`config.mk`:
```
export PLATFORM = sky130hd
export DESIGN_NAME = ram_bank_array
export DESIGN_NICKNAME = d
export VERILOG_FILES = /design/src/rtl/ram_bank_array.sv
export SDC_FILE = /design/constraint.sdc
export NUM_CORES = 1
export LEC_CHECK = 0
export BUFFER_PORTS_ARGS = -buffer_cell sky130_fd_sc_hd__buf_4
export CORE_MARGIN = 2
export CORE_UTILIZATION = 35
export DETAILED_ROUTE_END_ITERATION = 12
export SETUP_SLACK_MARGIN = 0.02
export SYNTH_ARGS = -nofsm -noshare
export SYNTH_HDL_FRONTEND = slang
export SYNTH_SLANG_ARGS = --single-unit
export TNS_END_PERCENT = 20
```
`constraint.sdc`:
```
create_clock -name clk -period 3.35 [get_ports clk]
set_clock_uncertainty 0.15 [all_clocks]
set_input_delay 0.5025 -clock clk [delete_from_list [all_inputs] [get_ports clk]]
set_output_delay 0.5025 -clock clk [all_outputs]
set_load 0.01 [all_outputs]
```
`src/rtl/ram_bank_array.sv`:
```
// Simple dual-port word memory: byte-lane writes, write-first bypass, a 1- or 2-stage
// registered read path, and a zero-fill sequence that runs after every reset.
module ram_bank_array #(
  parameter int ADDR_BIT   = 3,
  parameter int DATA_BIT   = 16,
  parameter int MEM_HEIGHT = 8,
  parameter int READ_LAT   = 1
) (
  input  logic                  clk,
  input  logic                  rst,
  input  logic                  en,
  input  logic                  we,
  input  logic                  re,
  input  logic [ADDR_BIT-1:0]   addr_w,
  input  logic [DATA_BIT-1:0]   d_w,
  input  logic [DATA_BIT/8-1:0] be_w,
  input  logic [ADDR_BIT-1:0]   addr_r,
  output logic [DATA_BIT-1:0]   d_r,
  output logic                  r_valid,
  output logic                  busy
);

  localparam int LANES = DATA_BIT / 8;
  localparam logic [ADDR_BIT-1:0] LAST_ADDR = ADDR_BIT'(MEM_HEIGHT - 1);
  localparam logic [ADDR_BIT:0]   MEM_TOP   = (ADDR_BIT + 1)'(MEM_HEIGHT);

  typedef enum logic [0:0] {
    ST_INIT = 1'b0,
    ST_RUN  = 1'b1
  } state_t;

  state_t                state_q;
  logic [ADDR_BIT-1:0]   cnt_q;
  logic                  busy_q;

  logic [DATA_BIT-1:0]   mem_q [MEM_HEIGHT];

  logic                  s1_vld_q;
  logic [DATA_BIT-1:0]   s1_dat_q;
  logic                  r_valid_q;
  logic [DATA_BIT-1:0]   d_r_q;

  logic                  wr_acc_s;
  logic                  rd_acc_s;
  logic                  wr_in_range_s;
  logic                  rd_in_range_s;
  logic                  bypass_s;
  logic [DATA_BIT-1:0]   rd_word_d;
  logic                  out_vld_s;
  logic [DATA_BIT-1:0]   out_dat_s;

  function automatic logic [DATA_BIT-1:0] merge_bytes(
    input logic [DATA_BIT-1:0] old_word,
    input logic [DATA_BIT-1:0] new_word,
    input logic [LANES-1:0]    lanes
  );
    logic [DATA_BIT-1:0] res;
    res = old_word;
    for (int i = 0; i < LANES; i++) begin
      if (lanes[i]) begin
        res[8*i +: 8] = new_word[8*i +: 8];
      end
    end
    return res;
  endfunction

  assign wr_acc_s      = en & we & ~busy_q;
  assign rd_acc_s      = en & re & ~busy_q;
  assign wr_in_range_s = ({1'b0, addr_w} < MEM_TOP);
  assign rd_in_range_s = ({1'b0, addr_r} < MEM_TOP);
  assign bypass_s      = wr_acc_s & wr_in_range_s & (addr_w == addr_r);

  // Zero-fill sequencer; busy is the registered image of the INIT state.
  always_ff @(posedge clk or posedge rst) begin
    if (rst) begin
      state_q <= ST_INIT;
      cnt_q   <= '0;
      busy_q  <= 1'b1;
    end else begin
      case (state_q)
        ST_INIT: begin
          if (cnt_q == LAST_ADDR) begin
            state_q <= ST_RUN;
            cnt_q   <= '0;
            busy_q  <= 1'b0;
          end else begin
            cnt_q   <= cnt_q + ADDR_BIT'(1);
            busy_q  <= 1'b1;
          end
        end
        ST_RUN: begin
          busy_q <= 1'b0;
        end
        default: begin
          state_q <= ST_INIT;
          cnt_q   <= '0;
          busy_q  <= 1'b1;
        end
      endcase
    end
  end

  // Storage array; not reset, the fill sequence clears it instead.
  always_ff @(posedge clk) begin
    if (!rst) begin
      if (busy_q) begin
        mem_q[cnt_q] <= '0;
      end else if (wr_acc_s && wr_in_range_s) begin
        mem_q[addr_w] <= merge_bytes(mem_q[addr_w], d_w, be_w);
      end
    end
  end

  // Read word selection, including the write-first merge and out-of-range zero.
  always_comb begin
    rd_word_d = '0;
    if (rd_in_range_s) begin
      if (bypass_s) begin
        rd_word_d = merge_bytes(mem_q[addr_r], d_w, be_w);
      end else begin
        rd_word_d = mem_q[addr_r];
      end
    end else begin
      rd_word_d = '0;
    end
  end

  assign out_vld_s = (READ_LAT == 2) ? s1_vld_q : rd_acc_s;
  assign out_dat_s = (READ_LAT == 2) ? s1_dat_q : rd_word_d;

  // Read pipeline and registered outputs; d_r holds when nothing completes.
  always_ff @(posedge clk or posedge rst) begin
    if (rst) begin
      s1_vld_q  <= 1'b0;
      s1_dat_q  <= '0;
      r_valid_q <= 1'b0;
      d_r_q     <= '0;
    end else begin
      s1_vld_q  <= rd_acc_s;
      if (rd_acc_s) begin
        s1_dat_q <= rd_word_d;
      end
      r_valid_q <= out_vld_s;
      if (out_vld_s) begin
        d_r_q <= out_dat_s;
      end
    end
  end

  assign d_r     = d_r_q;
  assign r_valid = r_valid_q;
  assign busy    = busy_q;

endmodule

```
After elaboration in Yosys (flattened, before gate mapping) --
Memory sizes are Yosys's and may differ from the RTL's. Cells that the tools add are included.
Operators by class: add/sub/neg operators 1, equal/unequal tests 4, mux-type cells 26, bitwise gates (word level) 7, reductions and logical operators 3
Operator list (count):
- two-way mux 8 bit | 10
- two-way mux 16 bit | 2
- OR reduction 16 bit | 1
- two-way mux 1 bit | 10
- inequality test 4 bit (second input constant) | 2
- two-way mux 3 bit | 2
- AND 1 bit | 5
- AND reduction 2 bit | 2
- adder 3 x 1 -> 3 bit (second input constant) | 1
- equality test 3 bit | 1
- equality test 3 bit (second input constant) | 1
- two-way mux 2 bit | 1
- NOT 1 bit | 2
- one-hot mux 1 bit (2 select lines) | 1
Word-level totals: register bits after elaboration 22, memory bits (writable) 128, bits of input ports 29, output and inout port bits 18, word-level logic and storage cells 47, memories kept 1
Memory list:
- mem_q | words 8, width 16, rd ports 1, clocked after Yosys merged registers in 0, write ports 1, line 36 | logic [DATA_BIT-1:0] mem_q [MEM_HEIGHT];

Longest topological paths before layout --
Gate-level depths: netlist (run 1).
depth after elaboration 9, mapped depth 7, mapped depth without buffers 5

Least setup slack after synthesis (run 1) --
No wires, ideal clock.
kind input to register, start in rst, end mem mem_q[0][0], enable pin, setup time 395 ps, arrival 2388 ps, data required time 2805 ps, setup slack 417 ps, stages 4, buffers on the path 1, cells stage by stage clkbuf_1 -> nor4_4 -> mux2_2 -> nor4_1
On the way: word-level cells in the longest chain between the ends 5, elaborated cells on any way between the ends 11, classes of those cells eq/ne: 2; mux: 6; reduce/logical: 3
RTL lines:
- start: declaration | line 10 | input logic rst,
- two-way mux 1 bit | line 105 | if (!rst) begin
- two-way mux 1 bit (not written as such) | line 109 | mem_q[addr_w] <= merge_bytes(mem_q[addr_w], d_w, be_w);
- AND reduction 2 bit (no source line)
- OR reduction 16 bit (no source line)
- two-way mux 3 bit (no source line) or two-way mux 2 bit (tied branches)
- end: declaration | line 36
Several ways; a longest one is shown, not always the timed one.

Worst setup path in the final report (run 1) --
start reg busy_q (netlist: busy), end mem mem_q[5][4], enable pin
On the way: word-level cells in the longest chain between the ends 9, elaborated cells on any way between the ends 16, classes of those cells eq/ne: 2; mux: 9; bitwise: 2; reduce/logical: 3
RTL lines:
- start: declaration | line 34 | logic busy_q;
- start signal: assignment | line 78 | busy_q <= 1'b1;
- start signal: assignment | line 85 | busy_q <= 1'b0;
- start signal: assignment | line 88 | busy_q <= 1'b1;
- NOT 1 bit | line 67 | assign wr_acc_s = en & we & ~busy_q;
- AND 1 bit | line 67
- two-way mux 1 bit | line 108 | end else if (wr_acc_s && wr_in_range_s) begin
- two-way mux 1 bit | line 106 | if (busy_q) begin
- two-way mux 1 bit | line 105
- two-way mux 1 bit (not written as such) | line 109
- AND reduction 2 bit (no source line)
- OR reduction 16 bit (no source line)
- two-way mux 3 bit (no source line) or two-way mux 2 bit (tied branches)
Several ways; a longest one is shown, not always the timed one.

==> reports/qor.yml, run 1 <==
outcome: "complete, no violations"
synth.avg_cell_area_um2: 19.1
num_vias: 3221
synth.distinct_cells: 35
yosysSeqAreaShare: 0.707
post-dp-hpwl_um: 8600
critPathCaptureType: "register"
synth-edff-count: 128
area.growth.synth_to_final_pct: 18.8
vdd_ir_drop_max_mv: 0.331
placedCellCount: 595
critical_path.cell_chain: "nor4_4 -> mux2i_1 -> and3_1"
globalRouteOverflowTotal: 0
post-route-min-period_ps: 2580
cts.root.buffer_cell: "sky130_fd_sc_hd__clkbuf_16"
average_wire_length_per_cell_after_detail_routing_um: 20.8
worst_ep_arrival_time_ps: 2500
maxSlewHeadroom: 0.280
slowest_stage_delay_cp_ps: 600
worst-path-max-fanout: 8
via_per_inst: 5.14
post_cts_buffers: 0
instance_area_at_placement_um2: 6820
routed_wl_um: 13000
grt_antenna_before_repair: 0
floorplan.core_area_um2: 17400
finalInstanceArea_um2: 7380
top_flip_flop_cell_by_instance_count_after_synthesis: "sky130_fd_sc_hd__edfxtp_1"
syn-instance-count: 326
ios: 47
numClockSinks: 150
clk-insertion-delay-late_ps: 420
insertedDiodeCount: 0
place.port_buffers: 46
unrepaired_setup_endpoints_after_global_routing: "false"
fin_worst_hold_slack_ps: 168
ctsLongestPathBuffers: 2
final-instance-count-excl-fill: 627
row_count: 48
drtAntennaViolNets: 0
grt_pass1_wl_um: 19900
dieArea_um2: 18800
synth.net_count: 357
router_iterations_before_antenna_repair: 4
final_nets: 420
critical_path.slowest_cell: "sky130_fd_sc_hd__mux2i_1"
final-setup-viol-count: 0
cp.required_ps: 3270
grt_usage: 0.150
fill_cells: 1518
critical-path-top-delay-family: "simple AND/OR/NAND/NOR gates"
post_cts.resized_instances: 0
total_neg_setup_slack_ps: 0
register_bit_count_reported_by_yosys: 150
cap_violations: 0
fin_crit_sh: 0.769
worst_pin_slew_ps: 1080
tritoncts: "done"
fp.dieW_um: 137
largest_net_degree_at_the_start_of_global_routing: 33
floorplan.initialDensity: 0.358
h-tree-depth: 4
gp_congestion: 0.819
fmax_ghz: 0.388
synth_warnings: 0
syn-cell-area_um2: 6210
path_clk_slew_ps: 60
timing.critical_path.from_type: "register"
drc: 0
slew_viol_final: 0
first_global_vias: 3424
ys_async_sr_fraction: 0.147
total_power_w: 0.00411
worstPathBufferInverterCount: 0
timing.final.hold_violations: 0
die_h_um: 137
ctsHoldBuffers: 0
power_per_cell_area_nw_per_um2: 557
drive_gt1_frac: 0.323
detail_route.iter0.violations: 262
p_leak_nw: 2.74
worstSetupPathType: "reg2reg"
cts_buffers: 17
hold_path_class: "in2reg"
==> power by group <==
part | switching (W) | internal (W)
clock network | 0.000719 | 0.00108
logic | 0.000135 | 0.000124
registers | 0.0000144 | 0.00204
==> path summary, 6_finish.rpt <==
check	startpoint	slack [ps]	to	cells after the start
min	d_w[10]	170	d_r[10]$_DFFE_PP0P_	2
max reg2reg	busy$_DFF_PP1_	770	mem_q[5][4]$_DFFE_PP_	3
max in group asynchronous	rst	2100	d_r[7]$_DFFE_PP0P_	2
min in group asynchronous	rst	300	d_r[2]$_DFFE_PP0P_	2
min reg2reg	d_r[3]$_DFFE_PP0P_	350	d_r[3]$_DFFE_PP0P_	2
max	busy$_DFF_PP1_	770	mem_q[5][4]$_DFFE_PP_	3
==> metal layers <==
layer / track usage / routed length, um / vias to the layer above
li1: - / - / 1471
met1: 0.202 / 5580 / 1652
met2: 0.238 / 6470 / 82
met3: 0.0368 / 812 / 16
met4: 0.0550 / 190 / 0
met5: 0 / 0 / -
==> cell families (layout without fill, tap and decap cells) <==
| group | after synthesis | in the layout | share of synthesized area |
|---|---|---|---|
| flip-flops | 150 | 150 | 0.707 |
| AND/OR/NAND/NOR | 60 | 60 | 0.0600 |
| multiplexers | 56 | 56 | 0.157 |
| AO/OA/AOI/OAI | 32 | 32 | 0.0405 |
| buffers and inverters | 23 | 99 | 0.0270 |
| XOR/XNOR | 3 | 3 | 0.00423 |
| adder cells (fa/ha/maj) | 2 | 2 | 0.00403 |
==> synth_stat cells, types with 4 or more instances <==
| library cell | number | area (um^2) |
|---|---|---|
| sky130_fd_sc_hd__nor2b_1 | 4 | 25.0 |
| sky130_fd_sc_hd__and3_1 | 6 | 37.5 |
| sky130_fd_sc_hd__a211oi_1 | 8 | 60.1 |
| sky130_fd_sc_hd__o21ai_0 | 4 | 20.0 |
| sky130_fd_sc_hd__nand2_1 | 8 | 30.0 |
| sky130_fd_sc_hd__buf_2 | 4 | 20.0 |
| sky130_fd_sc_hd__buf_6 | 4 | 45.0 |
| sky130_fd_sc_hd__edfxtp_1 | 128 | 3840 |
| sky130_fd_sc_hd__mux2i_1 | 21 | 210 |
| sky130_fd_sc_hd__clkbuf_1 | 5 | 18.8 |
| sky130_fd_sc_hd__a32oi_1 | 4 | 35.0 |
| sky130_fd_sc_hd__mux4_2 | 29 | 653 |
| sky130_fd_sc_hd__nand3_1 | 4 | 20.0 |
| sky130_fd_sc_hd__nor4_1 | 12 | 75.1 |
| sky130_fd_sc_hd__nor2_1 | 5 | 18.8 |
| sky130_fd_sc_hd__a221o_1 | 8 | 80.1 |
| sky130_fd_sc_hd__and2_1 | 17 | 106 |
| sky130_fd_sc_hd__buf_4 | 5 | 37.5 |
| sky130_fd_sc_hd__o211ai_1 | 4 | 30.0 |
| sky130_fd_sc_hd__dfrtp_1 | 21 | 526 |
==> stage by stage <==
stage                     setup WS [ps]   util
after floorplan                     417      -
after global placement              602  0.393
after detailed placement            486  0.393
after CTS                           773  0.425
after global routing                624  0.425
final                               773  0.425
==> cell usage in the layout, fill, tap and decap left out, drive strengths merged, types with 4 or more instances in the layout <==
cell,synthesis,routed
edfxtp,128,128
o211ai,4,4
and2,17,17
a32oi,4,4
nor2,5,5
and3,6,6
a221o,8,8
buf,15,64
clkbuf,5,17
nand3,4,4
clkinv,0,10
mux2i,21,21
nor4,14,14
mux4,32,32
nand2,8,8
nor2b,4,4
a211oi,8,8
o21ai,5,5
dfrtp,21,21
==> registers in the layout, summed over array words and instances, names as in the netlist <==
name,cells
cnt_q,3
busy,1
r_valid,1
state_q,1
d_r,16
mem_q,128
==> area by class of cell <==
cell class,count,area (um^2),area share
Clock buffer,17,425,0.0576
Clock inverter,15,139,0.0188
Inverter,3,11.3,0.00152
Multi-Input combinational cell,153,1650,0.224
Sequential cell,150,4400,0.595
Tap cell,225,282,0.0381
Timing Repair Buffer,64,480,0.0651
==> worst reg2reg max path, delay by kind of cell, from the launching register on <==
kind | cells | cell delay [ps]
flip-flops | 1 | 410
multiplexers | 1 | 600
AND/OR/NAND/NOR | 2 | 1070
No activity file was read; power rests on OpenSTA's default activity.
==> run 2, diff against run 1 <==
Clock period 3.35 ns to 2.6 ns, I/O delays scaled along.
==> run 2 against run 1 <==
Effect of this change: power grew 36%; worst hold slack got worse by 100 ps; utilization grew 0.84 points; first-iteration DRC count shrank 18%; largest power group unchanged.
==> reports/qor.yml, run 2 (synthesis results as in run 1) <==
fp.dieW_um: 137  # unchanged
path_clk_slew_ps: 50  # was 60 ps
worst_ep_arrival_time_ps: 2410  # was 2500 ps
hold_start: "d_w[12]"  # was d_w[10]
outcome: "complete, no violations"  # unchanged
total_power_w: 0.00561  # was 0.00411 W
worstSetupPathType: "in2reg"  # was reg2reg
largest_register_ffs: 128  # unchanged
area.growth.synth_to_final_pct: 21.2  # was 18.8%
critPathCaptureType: "register"  # unchanged
slowest_stage_delay_cp_ps: 530  # was 600 ps
power_per_cell_area_nw_per_um2: 745  # was 557 nW/um^2
p_leak_nw: 2.82  # was 2.74 nW
insertedDiodeCount: 0  # unchanged
grt_antenna_before_repair: 0  # unchanged
numClockSinks: 150  # unchanged
die_h_um: 137  # unchanged
globalRouteOverflowTotal: 0  # unchanged
drtAntennaViolNets: 0  # unchanged
met1_length_um: 5820  # was 5580 um
registers.top_by_ff_count: "mem_q"  # unchanged
mostFrequentLayoutCells: "128 x sky130_fd_sc_hd__edfxtp_1, 70 x sky130_fd_sc_hd__buf_4, 29 x sky130_fd_sc_hd__mux4_2"  # was 128 x sky130_fd_sc_hd__edfxtp_1, 64 x sky130_fd_sc_hd__buf_4, 29 x sky130_fd_sc_hd__mux4_2
rr_worst_depth: 4  # was 3
post-dp-hpwl_um: 8750  # was 8600 um
tritoncts: "done"  # unchanged
clk-insertion-delay-late_ps: 410  # was 420 ps
r2r_start: "busy$_DFF_PP1_"  # unchanged
cp.required_ps: 2560  # was 3270 ps
slew_viol_final: 0  # unchanged
detail_route.iter0.violations: 214  # was 262
floorplan.initialDensity: 0.358  # unchanged
layout.cells.most_common: "sky130_fd_sc_hd__edfxtp_1"  # unchanged
routed_wl_um: 13400  # was 13000 um
dieArea_um2: 18800  # unchanged
cap_violations: 0  # unchanged
first_global_vias: 3485  # was 3424
drive_gt1_frac: 0.345  # was 0.323
num_vias: 3322  # was 3221
route.met3.wl_um: 714  # was 812 um
met2_wirelength_um: 6630  # was 6470 um
row_count: 48  # unchanged
fin_worst_hold_slack_ps: 65.6  # was 168 ps
average_wire_length_per_cell_after_detail_routing_um: 21.1  # was 20.8 um
critical_path.slowest_cell: "sky130_fd_sc_hd__dlygate4sd3_1"  # was sky130_fd_sc_hd__mux2i_1
unrepaired_setup_endpoints_after_global_routing: "false"  # unchanged
ctsLongestPathBuffers: 2  # unchanged
critical_path.reg2reg.endpoint: "mem_q[1][9]$_DFFE_PP_"  # was mem_q[5][4]$_DFFE_PP_
floorplan.core_area_um2: 17400  # unchanged
fmax_ghz: 0.409
timing.critical_path.from_type: "primary input"  # was register
r2r_setup_slack_ps: 440  # was 770 ps
router_iterations_before_antenna_repair: 4  # unchanged
post-route-min-period_ps: 2440
cts_buffers: 17  # unchanged
hold_path_depth: 2  # unchanged
drc: 0  # unchanged
top_layer_used: "met4"  # unchanged
fin_crit_sh: 0.940
ios: 47  # unchanged
total_neg_setup_slack_ps: 0  # unchanged
maxSlewHeadroom: 0.539  # was 0.280
post_cts_buffers: 0  # unchanged
final_nets: 428  # was 420
worst_pin_slew_ps: 688  # was 1080 ps
hold_path_class: "in2reg"  # unchanged
via_per_inst: 5.24  # was 5.14
gp_congestion: 0.780  # was 0.819
fill_cells: 1488  # was 1518
place.port_buffers: 46  # unchanged
timing.final.hold_violations: 0  # unchanged
critical_path.cell_chain: "dlygate4sd3_1 -> buf_4 -> nor4_4 -> mux2_2 -> nor4_1 -> buf_4"  # was nor4_4 -> mux2i_1 -> and3_1
h-tree-depth: 4  # unchanged
worstPathBufferInverterCount: 3  # was 0
vdd_ir_drop_max_mv: 0.422  # was 0.331 mV
worst-path-max-fanout: 16  # was 8
timing.critical_path.mode_cell: "sky130_fd_sc_hd__buf_4"
grt_pass1_wl_um: 20500  # was 19900 um
cts.root.buffer_cell: "sky130_fd_sc_hd__clkbuf_16"  # unchanged
placedCellCount: 602  # was 595
final-instance-count-excl-fill: 634  # was 627
hold_endpoint: "d_r[12]$_DFFE_PP0P_"  # was d_r[10]$_DFFE_PP0P_
largest_net_degree_at_the_start_of_global_routing: 33  # unchanged
final-setup-viol-count: 0  # unchanged
critical-path-top-delay-family: "buffers and inverters"  # was simple AND/OR/NAND/NOR gates
grt_usage: 0.153  # was 0.150
run 2: cell types whose count changed in the layout (fill, tap and decap cells not counted), sizes merged:
cell	previous run	this run
clkinvlp	3	1
bufinv	2	5
inv	3	5
clkinv	10	5
clkbuf	17	18
dlygate4sd3	0	1
buf	64	71
run 2: where the power goes:
group | switching (W) | internal, W | leakage (nW)
Clock | 0.000923 | 0.00170 | 0.310
Sequential | 0.0000190 | 0.00263 | 1.56
Combinational | 0.000177 | 0.000166 | 0.950
run 2: how the worst max path moves through the flow:
stage | slack [ps] | startpoint | to | cells past startpoint
final | 160 | rst | mem_q[1][9]$_DFFE_PP_ | 6
after CTS | 100 | rst | mem_q[5][11]$_DFFE_PP_ | 6
after floorplan | -220 | rst | mem_q[0][0]$_DFFE_PP_ | 4
after detailed placement | 170 | en | mem_q[5][11]$_DFFE_PP_ | 6
after global placement | 220 | en | mem_q[5][1]$_DFFE_PP_ | 6
after global routing | 20 | rst | mem_q[1][4]$_DFFE_PP_ | 6
run 2: repair_timing:
| action | CTS | global route |
|---|---|---|
| setup endpoints to repair | 0 | 16 |
| hold buffers | 1 | 0 |
| gates resized for setup | 0 | 2 |
| hold endpoints to repair | 11 | 0 |
run 2: metrics by stage:
step	area [um^2]	setup slack, ps	utilization
after detailed placement	6890	167	0.397
after global routing	7530	20.9	0.434
final	7530	156	0.434
after CTS	7530	101	0.434
after floorplan	6210	-220	-
after global placement	6890	220	0.397
run 2: cell type report:
class / count / area, um^2 / share of cell area
Inverter: 3 / 11.3 / 0.00150
Tap cell: 225 / 282 / 0.0374
Sequential cell: 150 / 4400 / 0.584
Clock inverter: 13 / 204 / 0.0271
Multi-Input combinational cell: 153 / 1650 / 0.220
Clock buffer: 18 / 429 / 0.0570
Timing Repair Buffer: 72 / 556 / 0.0738
run 2: metal layers:
| metal | vias to the layer above | global-route usage |
|---|---|---|
| met2 | 97 | 0.241 |
| met3 | 18 | 0.0416 |
| met1 | 1724 | 0.208 |
| met5 | - | 0 |
| li1 | 1483 | - |
| met4 | 0 | 0.0481 |
==> run 3, diff against run 2 <==
Settings changed: ABC_AREA set to 1, CAP_MARGIN set to 5, PLACE_DENSITY set to 0.52.
==> run 3 against run 2 <==
Effect of this change: global-route usage grew 1.9 points; final area grew 3.7%; fmax is 12% higher; via count is 39% higher; sequential power hardly changed; largest power group unchanged; combinational power increased by 22%; synthesized cell count is 87% higher; flip-flop and latch count is the same; clock power down 7.6%; die area up 5.4%; count of clock-buffer cells in the layout up 3.
==> reports/qor.yml, run 3 <==
multi_input_area_um2: 1860  # was 1650 um^2
post-synth-top-area-fraction: 0.586  # was 0.618
p_leak_nw: 3.23  # was 2.82 nW
worst_pin_slew_ps: 611  # was 688 ps
clk-insertion-delay-late_ps: 420  # was 410 ps
average_wire_length_per_cell_after_detail_routing_um: 17.8  # was 21.1 um
post-route-min-period_ps: 2180  # was 2440 ps
slew_viol_final: 0  # unchanged
syn-cell-area_um2: 6560  # was 6210 um^2
r2r_setup_slack_ps: 550  # was 440 ps
ctsHoldBuffers: 1  # unchanged
register_bit_count_reported_by_yosys: 150  # unchanged
dieArea_um2: 19900  # was 18800 um^2
critPathCaptureType: "register"  # unchanged
synthMostInstantiatedCell: "sky130_fd_sc_hd__nand2_1"  # was sky130_fd_sc_hd__edfxtp_1
synth.avg_cell_area_um2: 10.8  # was 19.1 um^2
cap_violations: 0  # unchanged
detail_route.iter0.violations: 353  # was 214
area.growth.synth_to_final_pct: 19.0  # was 21.2%
place.port_buffers: 46  # unchanged
routed_wl_um: 16300  # was 13400 um
post_cts.resized_instances: 0  # unchanged
post_cts_buffers: 0  # unchanged
h-tree-depth: 4  # unchanged
total_neg_setup_slack_ps: 0  # unchanged
largest_net_degree_at_the_start_of_global_routing: 45  # was 33
grt_pass1_wl_um: 25600  # was 20500 um
synth_warnings: 0  # unchanged
fin_crit_sh: 0.839  # was 0.940
netlist_top_cells_count: "177 x sky130_fd_sc_hd__nand2_1, 136 x sky130_fd_sc_hd__nand3_1, 128 x sky130_fd_sc_hd__edfxtp_1, 33 x sky130_fd_sc_hd__nor2_1, 28 x sky130_fd_sc_hd__inv_1"  # was 128 x sky130_fd_sc_hd__edfxtp_1, 29 x sky130_fd_sc_hd__mux4_2, 21 x sky130_fd_sc_hd__dfrtp_1, 21 x sky130_fd_sc_hd__mux2i_1, 17 x sky130_fd_sc_hd__and2_1
top_flip_flop_cell_by_instance_count_after_synthesis: "sky130_fd_sc_hd__edfxtp_1"  # unchanged
drtAntennaViolNets: 0  # unchanged
worst_ep_arrival_time_ps: 2150  # was 2410 ps
vdd_ir_drop_max_mv: 0.507  # was 0.422 mV
yosysSeqAreaShare: 0.670  # was 0.707
num_vias: 4602  # was 3322
fin_worst_hold_slack_ps: 172  # was 65.6 ps
timing.final.hold_violations: 0  # unchanged
path_clk_slew_ps: 60  # was 50 ps
drc: 0  # unchanged
via_per_inst: 5.03  # was 5.24
hold_path_class: "in2reg"  # unchanged
cell_accounting_for_the_most_synthesized_area: "sky130_fd_sc_hd__edfxtp_1"  # unchanged
router_iterations_before_antenna_repair: 5  # was 4
grt_usage: 0.172  # was 0.153
insertedDiodeCount: 0  # unchanged
worst-path-max-fanout: 8  # was 16
final-setup-viol-count: 0  # unchanged
ctsLongestPathBuffers: 2  # unchanged
mostFrequentLayoutCells: "177 x sky130_fd_sc_hd__nand2_1, 136 x sky130_fd_sc_hd__nand3_1, 128 x sky130_fd_sc_hd__edfxtp_1"  # was 128 x sky130_fd_sc_hd__edfxtp_1, 70 x sky130_fd_sc_hd__buf_4, 29 x sky130_fd_sc_hd__mux4_2
registers.top_by_ff_count: "mem_q"  # unchanged
synth-edff-count: 128  # unchanged
floorplan.core_area_um2: 18600  # was 17400 um^2
ff_latch_area_um2: 4400  # unchanged
final_nets: 699  # was 428
tritoncts: "done"  # unchanged
first_global_vias: 4643  # was 3485
drive_gt1_frac: 0.185  # was 0.345
synth.top_cells.by_area: "sky130_fd_sc_hd__edfxtp_1 59%, sky130_fd_sc_hd__nand3_1 10%, sky130_fd_sc_hd__nand2_1 10%"  # was sky130_fd_sc_hd__edfxtp_1 62%, sky130_fd_sc_hd__mux4_2 11%, sky130_fd_sc_hd__dfrtp_1 8.5%
fp.dieW_um: 141  # was 137 um
cts_buffers: 17  # unchanged
unrepaired_setup_endpoints_after_global_routing: "false"  # unchanged
syn-instance-count: 610  # was 326
largest_register_ffs: 128  # unchanged
power_per_cell_area_nw_per_um2: 703  # was 745 nW/um^2
fmax_ghz: 0.459  # was 0.409 GHz
fill_cells: 1751  # was 1488
ys_async_sr_fraction: 0.147  # unchanged
cp.required_ps: 2570  # was 2560 ps
synth.distinct_cells: 25  # was 35
die_h_um: 141  # was 137 um
synth.net_count: 641  # was 357
cts.root.buffer_cell: "sky130_fd_sc_hd__clkbuf_16"  # unchanged
globalRouteOverflowTotal: 0  # unchanged
grt_antenna_before_repair: 0  # unchanged
worstSetupPathType: "in2reg"  # unchanged
gp_congestion: 0.859  # was 0.780
numClockSinks: 150  # unchanged
row_count: 50  # was 48
ios: 47  # unchanged
outcome: "complete, no violations"  # unchanged
layout.cells.most_common: "sky130_fd_sc_hd__nand2_1"  # was sky130_fd_sc_hd__edfxtp_1
floorplan.initialDensity: 0.353  # was 0.358
maxSlewHeadroom: 0.591  # was 0.539
timing.critical_path.from_type: "primary input"  # unchanged
post-dp-hpwl_um: 11000  # was 8750 um
run 3: changes by cell type in the layout (fill, tap and decap cells not counted), moves of 8 or more:
| cell | delta |
|---|---|
| sky130_fd_sc_hd__nand2_2 | +10 |
| sky130_fd_sc_hd__mux4_2 | -29 |
| sky130_fd_sc_hd__and2_1 | -17 |
| sky130_fd_sc_hd__inv_1 | +25 |
| sky130_fd_sc_hd__mux2i_1 | -21 |
| sky130_fd_sc_hd__nor2_1 | +28 |
| sky130_fd_sc_hd__nor4_1 | -12 |
| sky130_fd_sc_hd__nand3_1 | +132 |
| sky130_fd_sc_hd__nand4_1 | +16 |
| sky130_fd_sc_hd__nand2_1 | +169 |
| sky130_fd_sc_hd__a221o_1 | -8 |
| sky130_fd_sc_hd__a211oi_1 | -8 |
run 3: report_power, final:
part	internal, W	switching, W
Clock	0.00150	0.000927
Combinational	0.000152	0.000265
Sequential	0.00263	0.0000203
run 3: metal layers:
metal | wire length (um) | GRT usage | up-vias
li1 | - | - | 2227
met1 | 7310 | 0.226 | 2229
met2 | 7860 | 0.279 | 122
met3 | 687 | 0.0367 | 24
met4 | 425 | 0.0721 | 0
met5 | 0 | 0 | -
run 3: worst paths after layout:
| path | from | to | cells after the start |
|---|---|---|---|
| worst max-delay path | rst | mem_q[3][4]$_DFFE_PP_ | 8 |
| worst min-delay path | d_w[14] | d_r[14]$_DFFE_PP0P_ | 5 |
| worst max register to register | busy$_DFF_PP1_ | mem_q[4][11]$_DFFE_PP_ | 7 |
| worst min register to register | state_q$_DFF_PP0_ | busy$_DFF_PP1_ | 1 |
| max in group asynchronous | rst | busy$_DFF_PP1_ | 4 |
| min in group asynchronous | rst | d_r[0]$_DFFE_PP0P_ | 4 |
run 3: final cells by class:
type / count / share of cell area
Inverter: 32 / 0.0157
Tap cell: 234 / 0.0375
Clock inverter: 11 / 0.0155
Timing Repair Buffer: 73 / 0.0705
Sequential cell: 150 / 0.563
Multi-Input combinational cell: 394 / 0.238
Clock buffer: 21 / 0.0604
run 3: logic make-up after synthesis:
family / synth area share
adder cells (fa/ha/maj): 0.00381
AO/OA/AOI/OAI: 0.0126
AND/OR/NAND/NOR: 0.267
buffers and inverters: 0.0473
flip-flops: 0.670
run 3: critical path: stages:
cell and delay (ps):
sky130_fd_sc_hd__dlygate4sd3_1 530, sky130_fd_sc_hd__buf_4 160, sky130_fd_sc_hd__nor3_4 310, sky130_fd_sc_hd__o211ai_1 180, sky130_fd_sc_hd__nand2_2 120, sky130_fd_sc_hd__nand3_1 130, sky130_fd_sc_hd__nor2_1 110, sky130_fd_sc_hd__buf_4 210
run 3: metrics by stage:
| step | util | cells | power [W] | area (um^2) | worst slack [ps] |
|---|---|---|---|---|---|
| after global routing | 0.420 | 915 | 0.00567 | 7810 | 295 |
| final | 0.420 | 915 | 0.00549 | 7810 | 419 |
| after CTS | 0.420 | 915 | 0.00554 | 7810 | 435 |
| after detailed placement | 0.388 | 882 | 0.00312 | 7210 | 387 |
| after global placement | 0.388 | 882 | 0.00311 | 7210 | 496 |
| after floorplan | - | 610 | 0.00294 | 6560 | 409 |
